--- config.mk ---
export PLATFORM = sky130hd
export DESIGN_NAME = ieee_adder_arbiter
export DESIGN_NICKNAME = d
export VERILOG_FILES = /design/src/rtl/ieee_adder_arbiter_pkg.sv /design/src/rtl/ieee_adder_arbiter_fadd.sv /design/src/rtl/ieee_adder_arbiter.sv
export SDC_FILE = /design/constraint.sdc
export NUM_CORES = 1
export LEC_CHECK = 0
export CAP_MARGIN = 5
export CORE_AREA = 2 2 173 175
export CTS_BUF_LIST = sky130_fd_sc_hd__clkbuf_2 sky130_fd_sc_hd__clkbuf_4 sky130_fd_sc_hd__clkbuf_8
export DETAILED_ROUTE_END_ITERATION = 10
export DIE_AREA = 0 0 175 177
export HOLD_SLACK_MARGIN = 0.02
export PLACE_DENSITY = 0.91
export SYNTH_ARGS = -nofsm -noshare
export SYNTH_HDL_FRONTEND = slang
export SYNTH_SLANG_ARGS = --single-unit
--- constraint.sdc ---
create_clock -name clk -period 20.2 [get_ports clk]
set_clock_uncertainty 0.05 [all_clocks]
set_input_delay 4.04 -clock clk [delete_from_list [all_inputs] [get_ports clk]]
set_output_delay 4.04 -clock clk [all_outputs]
set_load 0.02 [all_outputs]
--- src/rtl/ieee_adder_arbiter_pkg.sv ---
// Shared widths, state encoding and small helpers for the arbitrated FP adder.
package ieee_adder_arbiter_pkg;

   localparam int FP_W    = 32;
   localparam int EXP_W   = 8;
   localparam int MANT_W  = 23;
   localparam int SIG_W   = MANT_W + 1;
   localparam int GRD_W   = 3;
   localparam int EXT_W   = SIG_W + GRD_W;
   localparam int OWNER_W = 1;
   localparam int STATE_W = 2;

   localparam logic [FP_W-1:0] QNAN = 32'h7FC0_0000;

   typedef enum logic [STATE_W-1:0] {
      ST_IDLE = 2'd0,
      ST_EXEC = 2'd1,
      ST_RESP = 2'd2
   } state_t;

   // Denormals share the exponent of the smallest normal.
   function automatic logic [EXP_W-1:0] eff_exp(input logic [EXP_W-1:0] e);
      return (e == '0) ? EXP_W'(1) : e;
   endfunction

   // Significand with the hidden bit restored (zero for denormals).
   function automatic logic [SIG_W-1:0] sig_of(input logic [EXP_W-1:0] e,
                                               input logic [MANT_W-1:0] m);
      return {(e != '0), m};
   endfunction

endpackage

--- src/rtl/ieee_adder_arbiter_fadd.sv ---
// Combinational IEEE-754 single-precision adder/subtractor, round-to-nearest-even.
module ieee_adder_arbiter_fadd
   import ieee_adder_arbiter_pkg::*;
(
   input  logic [FP_W-1:0] a,
   input  logic [FP_W-1:0] b,
   input  logic            sub,
   output logic [FP_W-1:0] result
);

   logic              sign_a, sign_b, a_big;
   logic [EXP_W-1:0]  exp_a, exp_b;
   logic [MANT_W-1:0] man_a, man_b;
   logic              nan_a, nan_b, inf_a, inf_b;
   logic              sign_l, sign_s, eff_sub;
   logic [EXP_W-1:0]  exp_l, exp_s, exp_diff;
   logic [SIG_W-1:0]  sig_l, sig_s;
   logic [EXT_W-1:0]  ext_s, aligned, lost_mask;
   logic [EXT_W:0]    sum;
   logic [EXT_W-1:0]  norm;
   logic [4:0]        lzc;
   logic              found;
   logic [9:0]        exp_n, shamt, exp_r;
   logic              round_up;
   logic [SIG_W:0]    rounded;
   logic [SIG_W-1:0]  sig_r;

   // Unpack operands and order them so the larger magnitude is on the left.
   always_comb begin
      sign_a = a[FP_W-1];
      sign_b = b[FP_W-1] ^ sub;
      exp_a  = a[FP_W-2 -: EXP_W];
      exp_b  = b[FP_W-2 -: EXP_W];
      man_a  = a[MANT_W-1:0];
      man_b  = b[MANT_W-1:0];
      nan_a  = (&exp_a) && (|man_a);
      nan_b  = (&exp_b) && (|man_b);
      inf_a  = (&exp_a) && !(|man_a);
      inf_b  = (&exp_b) && !(|man_b);
      a_big  = (a[FP_W-2:0] >= b[FP_W-2:0]);
      sign_l = a_big ? sign_a : sign_b;
      sign_s = a_big ? sign_b : sign_a;
      exp_l  = a_big ? eff_exp(exp_a) : eff_exp(exp_b);
      exp_s  = a_big ? eff_exp(exp_b) : eff_exp(exp_a);
      sig_l  = a_big ? sig_of(exp_a, man_a) : sig_of(exp_b, man_b);
      sig_s  = a_big ? sig_of(exp_b, man_b) : sig_of(exp_a, man_a);
      eff_sub = sign_l ^ sign_s;
   end

   // Align the smaller operand, fold shifted-out bits into sticky, then add.
   always_comb begin
      exp_diff  = exp_l - exp_s;
      ext_s     = {sig_s, {GRD_W{1'b0}}};
      lost_mask = '0;
      if (exp_diff >= EXP_W'(EXT_W)) begin
         aligned = {{(EXT_W-1){1'b0}}, |sig_s};
      end else begin
         lost_mask = (EXT_W'(1) << exp_diff) - EXT_W'(1);
         aligned   = (ext_s >> exp_diff) | {{(EXT_W-1){1'b0}}, |(ext_s & lost_mask)};
      end
      if (eff_sub)
         sum = {1'b0, sig_l, {GRD_W{1'b0}}} - {1'b0, aligned};
      else
         sum = {1'b0, sig_l, {GRD_W{1'b0}}} + {1'b0, aligned};
   end

   // Normalise: right by one on carry-out, otherwise left by the leading-zero
   // count, clamped so the exponent never drops below the denormal level.
   always_comb begin
      lzc   = 5'(EXT_W);
      found = 1'b0;
      for (int i = EXT_W-1; i >= 0; i--) begin
         if (!found && sum[i]) begin
            lzc   = 5'(EXT_W-1-i);
            found = 1'b1;
         end
      end
      exp_n = {2'b00, exp_l};
      shamt = '0;
      if (sum[EXT_W]) begin
         norm  = {sum[EXT_W:2], sum[1] | sum[0]};
         exp_n = exp_n + 10'd1;
      end else begin
         shamt = ({5'b0, lzc} < exp_n) ? {5'b0, lzc} : (exp_n - 10'd1);
         norm  = sum[EXT_W-1:0] << shamt;
         exp_n = exp_n - shamt;
      end
   end

   // Round to nearest even, then handle specials, zero and overflow.
   always_comb begin
      round_up = norm[2] & (norm[1] | norm[0] | norm[3]);
      rounded  = {1'b0, norm[EXT_W-1:GRD_W]} + {{SIG_W{1'b0}}, round_up};
      sig_r    = rounded[SIG_W-1:0];
      exp_r    = exp_n;
      if (rounded[SIG_W]) begin
         sig_r = rounded[SIG_W:1];
         exp_r = exp_n + 10'd1;
      end
      if (nan_a || nan_b || (inf_a && inf_b && (sign_a ^ sign_b)))
         result = QNAN;
      else if (inf_a)
         result = {sign_a, {EXP_W{1'b1}}, {MANT_W{1'b0}}};
      else if (inf_b)
         result = {sign_b, {EXP_W{1'b1}}, {MANT_W{1'b0}}};
      else if (sum == '0)
         result = {(eff_sub ? 1'b0 : sign_l), {(FP_W-1){1'b0}}};
      else if (exp_r >= 10'd255)
         result = {sign_l, {EXP_W{1'b1}}, {MANT_W{1'b0}}};
      else
         result = {sign_l, (sig_r[SIG_W-1] ? exp_r[EXP_W-1:0] : {EXP_W{1'b0}}),
                   sig_r[MANT_W-1:0]};
   end

endmodule

--- src/rtl/ieee_adder_arbiter.sv ---
// Two-requester front end sharing one FP adder; one operation in flight.
//
// state   | meaning
// IDLE    | waiting for a request; grant is combinational
// EXEC    | registered operands through the adder, result captured
// RESP    | result presented to the owner until it accepts
module ieee_adder_arbiter
   import ieee_adder_arbiter_pkg::*;
#(
   parameter int RR_ENABLE = 1
)(
   input  logic        clk,
   input  logic        reset,
   input  logic [1:0]  req_valid,
   output logic [1:0]  req_ready,
   input  logic [31:0] req_a0,
   input  logic [31:0] req_b0,
   input  logic [31:0] req_a1,
   input  logic [31:0] req_b1,
   input  logic [1:0]  req_sub,
   output logic [1:0]  rsp_valid,
   input  logic [1:0]  rsp_ready,
   output logic [31:0] rsp_result,
   output logic        busy
);

   state_t               state_q, state_d;
   logic [OWNER_W-1:0]   owner_q, last_owner_q, grant;
   logic [FP_W-1:0]      op_a_q, op_b_q, sum;
   logic                 op_sub_q;
   logic                 req_fire;

   ieee_adder_arbiter_fadd u_fadd (
      .a      (op_a_q),
      .b      (op_b_q),
      .sub    (op_sub_q),
      .result (sum)
   );

   // Pick a winner: alternate on a tie in round-robin mode, else requester 0.
   always_comb begin
      grant = '0;
      if ((RR_ENABLE != 0) && (req_valid == 2'b11))
         grant = ~last_owner_q;
      else if (!req_valid[0] && req_valid[1])
         grant = '1;
   end

   // State register.
   always_ff @(posedge clk or posedge reset) begin
      if (reset)
         state_q <= ST_IDLE;
      else
         state_q <= state_d;
   end

   // Next state and handshake outputs.
   always_comb begin
      state_d   = state_q;
      req_ready = 2'b00;
      rsp_valid = 2'b00;
      req_fire  = 1'b0;
      case (state_q)
         ST_IDLE: begin
            if (!reset && (|req_valid)) begin
               req_ready[grant] = 1'b1;
               req_fire         = 1'b1;
               state_d          = ST_EXEC;
            end
         end
         ST_EXEC: state_d = ST_RESP;
         ST_RESP: begin
            rsp_valid[owner_q] = 1'b1;
            if (rsp_ready[owner_q])
               state_d = ST_IDLE;
         end
         default: state_d = ST_IDLE;
      endcase
   end

   // Capture the granted operands on accept and the adder output in EXEC.
   always_ff @(posedge clk or posedge reset) begin
      if (reset) begin
         op_a_q       <= '0;
         op_b_q       <= '0;
         op_sub_q     <= 1'b0;
         owner_q      <= '0;
         last_owner_q <= '1;
         rsp_result   <= '0;
      end else begin
         if (req_fire) begin
            op_a_q       <= grant[0] ? req_a1 : req_a0;
            op_b_q       <= grant[0] ? req_b1 : req_b0;
            op_sub_q     <= req_sub[grant];
            owner_q      <= grant;
            last_owner_q <= grant;
         end
         if (state_q == ST_EXEC)
            rsp_result <= sum;
      end
   end

   assign busy = (state_q != ST_IDLE);

endmodule

==> out/results.txt <==
Status -> completed
Critical path class -> register to register
Hold slack -> 0.451 ns
Placer Congestion -> 1.10
Detailed-routed wire length on met3 -> 9.39 mm
Fin worst setup slack -> 0.815 ns
Final Max Tran Viols -> 0
Placeable Area -> 0.0292 sq mm
MaxCap Viol Count -> 0
Largest net degree at the start of global routing -> 110
Postcts setup bufs -> 0
Worst hold path type -> register to register
WL met2 -> 30.9 mm
Final min period -> 19.39 ns
Fmax -> 51.6 MHz
Final setup viols -> 0
Layout fillers -> 2,532
Sequential area share after synthesis -> 0.144
CP Launch Type -> register
# diodes -> 0
Die H -> 177 microns
Post-synthesis async set-or-reset flop share -> 1.00
Cts bufs inserted -> 9
CTS Hold Bufs -> 0
Primary FF master, synth -> dfrtp_1
Total length of routed wires -> 72.1 mm
First-pass GRT wire length -> 111 mm
Cell mode on critical path -> nand2_1
Post-synth EDFFs -> 0
Top cells by area, synth -> dfrtp_1 14%, ha_1 7.1%, a21oi_1 6.9%
Pre-CTS setup slack -> 2.09 ns
Final Hold Fails -> 0
Avg Cell Area, Syn -> 7.10 sq um
# DRC -> 0
Clock sinks -> 101
Hold Path Stages -> 2
Overflow after GRT -> 0
CTS Buffer Depth -> 2
Die area -> 0.0310 sq mm
RSZ-0062 raised after global routing -> false
TritonRoute pass-1 iters -> 9
Cell taking the most area after synthesis -> dfrtp_1
Final period utilization -> 0.960
Critical Path End Type -> register
Metal1 wirelength -> 26.9 mm
Worst slew pin tran -> 1.10 ns
Fin cells -> 2,922
IO buf count -> 172
Initial core utilization -> 0.600
Dpl hpwl -> 55.8 mm
Io pins -> 173
Root Driver -> clkbuf_8
Placed insts -> 2,906
Synth-to-Final Area Change -> 11.4%
Worst slew margin -> 0.264
Clk Latency, worst-skew pair -> 0.42 ns
Final setup TNS -> 0 ns
Post-Syn Instances -> 2,470
Worst R2R Path Depth -> 56
Share of layout cells above drive strength 1 -> 0.0640
Htree depth -> 3
Worst Path Required -> 20.39 ns
CTS tree -> done
Critical path's slowest cell -> a311oi_1
Arr. time, crit path -> 19.58 ns
Clock transition at path regs -> 0.11 ns
Synth Register Bits -> 101
Synth cell types -> 120
Cells resized by post-CTS repair -> 0
Crit-path max cell delay -> 0.88 ns
Row cnt -> 63
Final-stage net count -> 2,765
Post-Synthesis Cell Area -> 0.0175 sq mm
Vias per cell -> 7.24
Initial antenna violation count -> 1
Vias in the first global route -> 19.9k
Routed vias -> 21.1k
Post-synth top area share -> 0.143
DRT iter0 DRCs -> 3,199
GRT Total Usage -> 0.456
Routed len/inst -> 24.7 microns
Critical path peak fanout -> 43
Top sig layer -> met4
Die width -> 175 microns
Final ANT Viol Nets -> 0
Synth warn -> 0
Syn_nets -> 2,708
-- kinds of logic after synthesis --
kind of cell | Yosys count | share of synthesized area
fa+ha+maj | 102 | 0.0740
mux | 134 | 0.0894
compound gates | 859 | 0.337
xor+xnor | 65 | 0.0333
simple gates | 937 | 0.255
flops | 101 | 0.144
other cells | 1 | 0.000214
buf+inv | 271 | 0.0672
-- registers in the layout, indices dropped and copies added (netlist names) --
signal	count
op_sub_q	1
state_q	2
rsp_result	32
owner_q	1
last_owner_q	1
op_b_q	32
op_a_q	32
-- worst max-delay path, delay by kind of cell (launching register included) --
kind | cells | cell delay, ns
simple gates | 21 | 6.60
flops | 1 | 0.53
buf+inv | 8 | 2.92
fa+ha+maj | 5 | 1.79
compound gates | 22 | 7.29
-- per-stage QoR --
step	cell area, sq um	util
after CTS	19500	0.668
after global routing	19500	0.668
after detailed placement	19300	0.661
after floorplan	17500	-
final	19500	0.668
after global placement	19300	0.661
-- placed cells by master, fill, tap and decap left out, types with 20 or more instances in the layout --
cell type and n:
nor4_1 27, mux2i_1 105, o21a_1 24, nor3_1 69, xnor2_1 42, a21oi_1 242
nand4_1 29, clkdlybuf4s50_1 172, o21bai_1 23, o211ai_1 36, a211oi_1 46, o21ai_0 144
nand2_1 256, or3_1 20, dfrtp_1 100, inv_1 102, and3_1 23, a21o_1 37
buf_4 35, a31oi_1 40, nand3_1 84, nor2_1 289, ha_1 99, and2_1 28
-- worst paths after layout --
kind	start	slack [ns]	end
max	op_b_q[21]	0.81	rsp_result[25]
min	rsp_result[31]	0.45	rsp_result[31]
max reg2reg	op_b_q[21]	0.81	rsp_result[25]
min reg2reg	rsp_result[31]	0.45	rsp_result[31]
max in group asynchronous	reset	14.87	op_a_q[0]
min in group asynchronous	reset	4.03	state_q[0]
-- layout make-up --
type	count	area, sq um	area share
well taps	390	488	0.0250
repair buffers	207	1980	0.102
inverters	110	415	0.0213
clock inverters	6	97.6	0.00499
flip-flops and latches	101	2530	0.129
multi-input cells	2098	13900	0.711
clock buffers	10	131	0.00672
-- cell usage after synthesis (23+ instances only) --
cell type,n
nand3_1,84
nand4_1,29
xnor2_1,43
o21bai_1,23
a211oi_1,46
dfrtp_1,100
o21a_1,24
nor3_1,71
nor4_1,27
o21ai_0,144
and3_1,23
a21o_1,37
o211ai_1,36
and2_1,28
a31oi_1,40
mux2i_1,105
a21oi_1,242
nor2_1,290
ha_1,99
inv_1,103
clkbuf_1,92
buf_2,27
nand2_1,256
-- layer usage --
layer / global-route usage / vias to the layer above
met3: 0.134 / 374
met1: 0.568 / 9781
li1: - / 9338
met4: 0.257 / 0
met5: 0 / -
met2: 0.708 / 1651
Power is not shown: default switching activity piles up to over one toggle a cycle in this logic, so the estimate is an artifact.
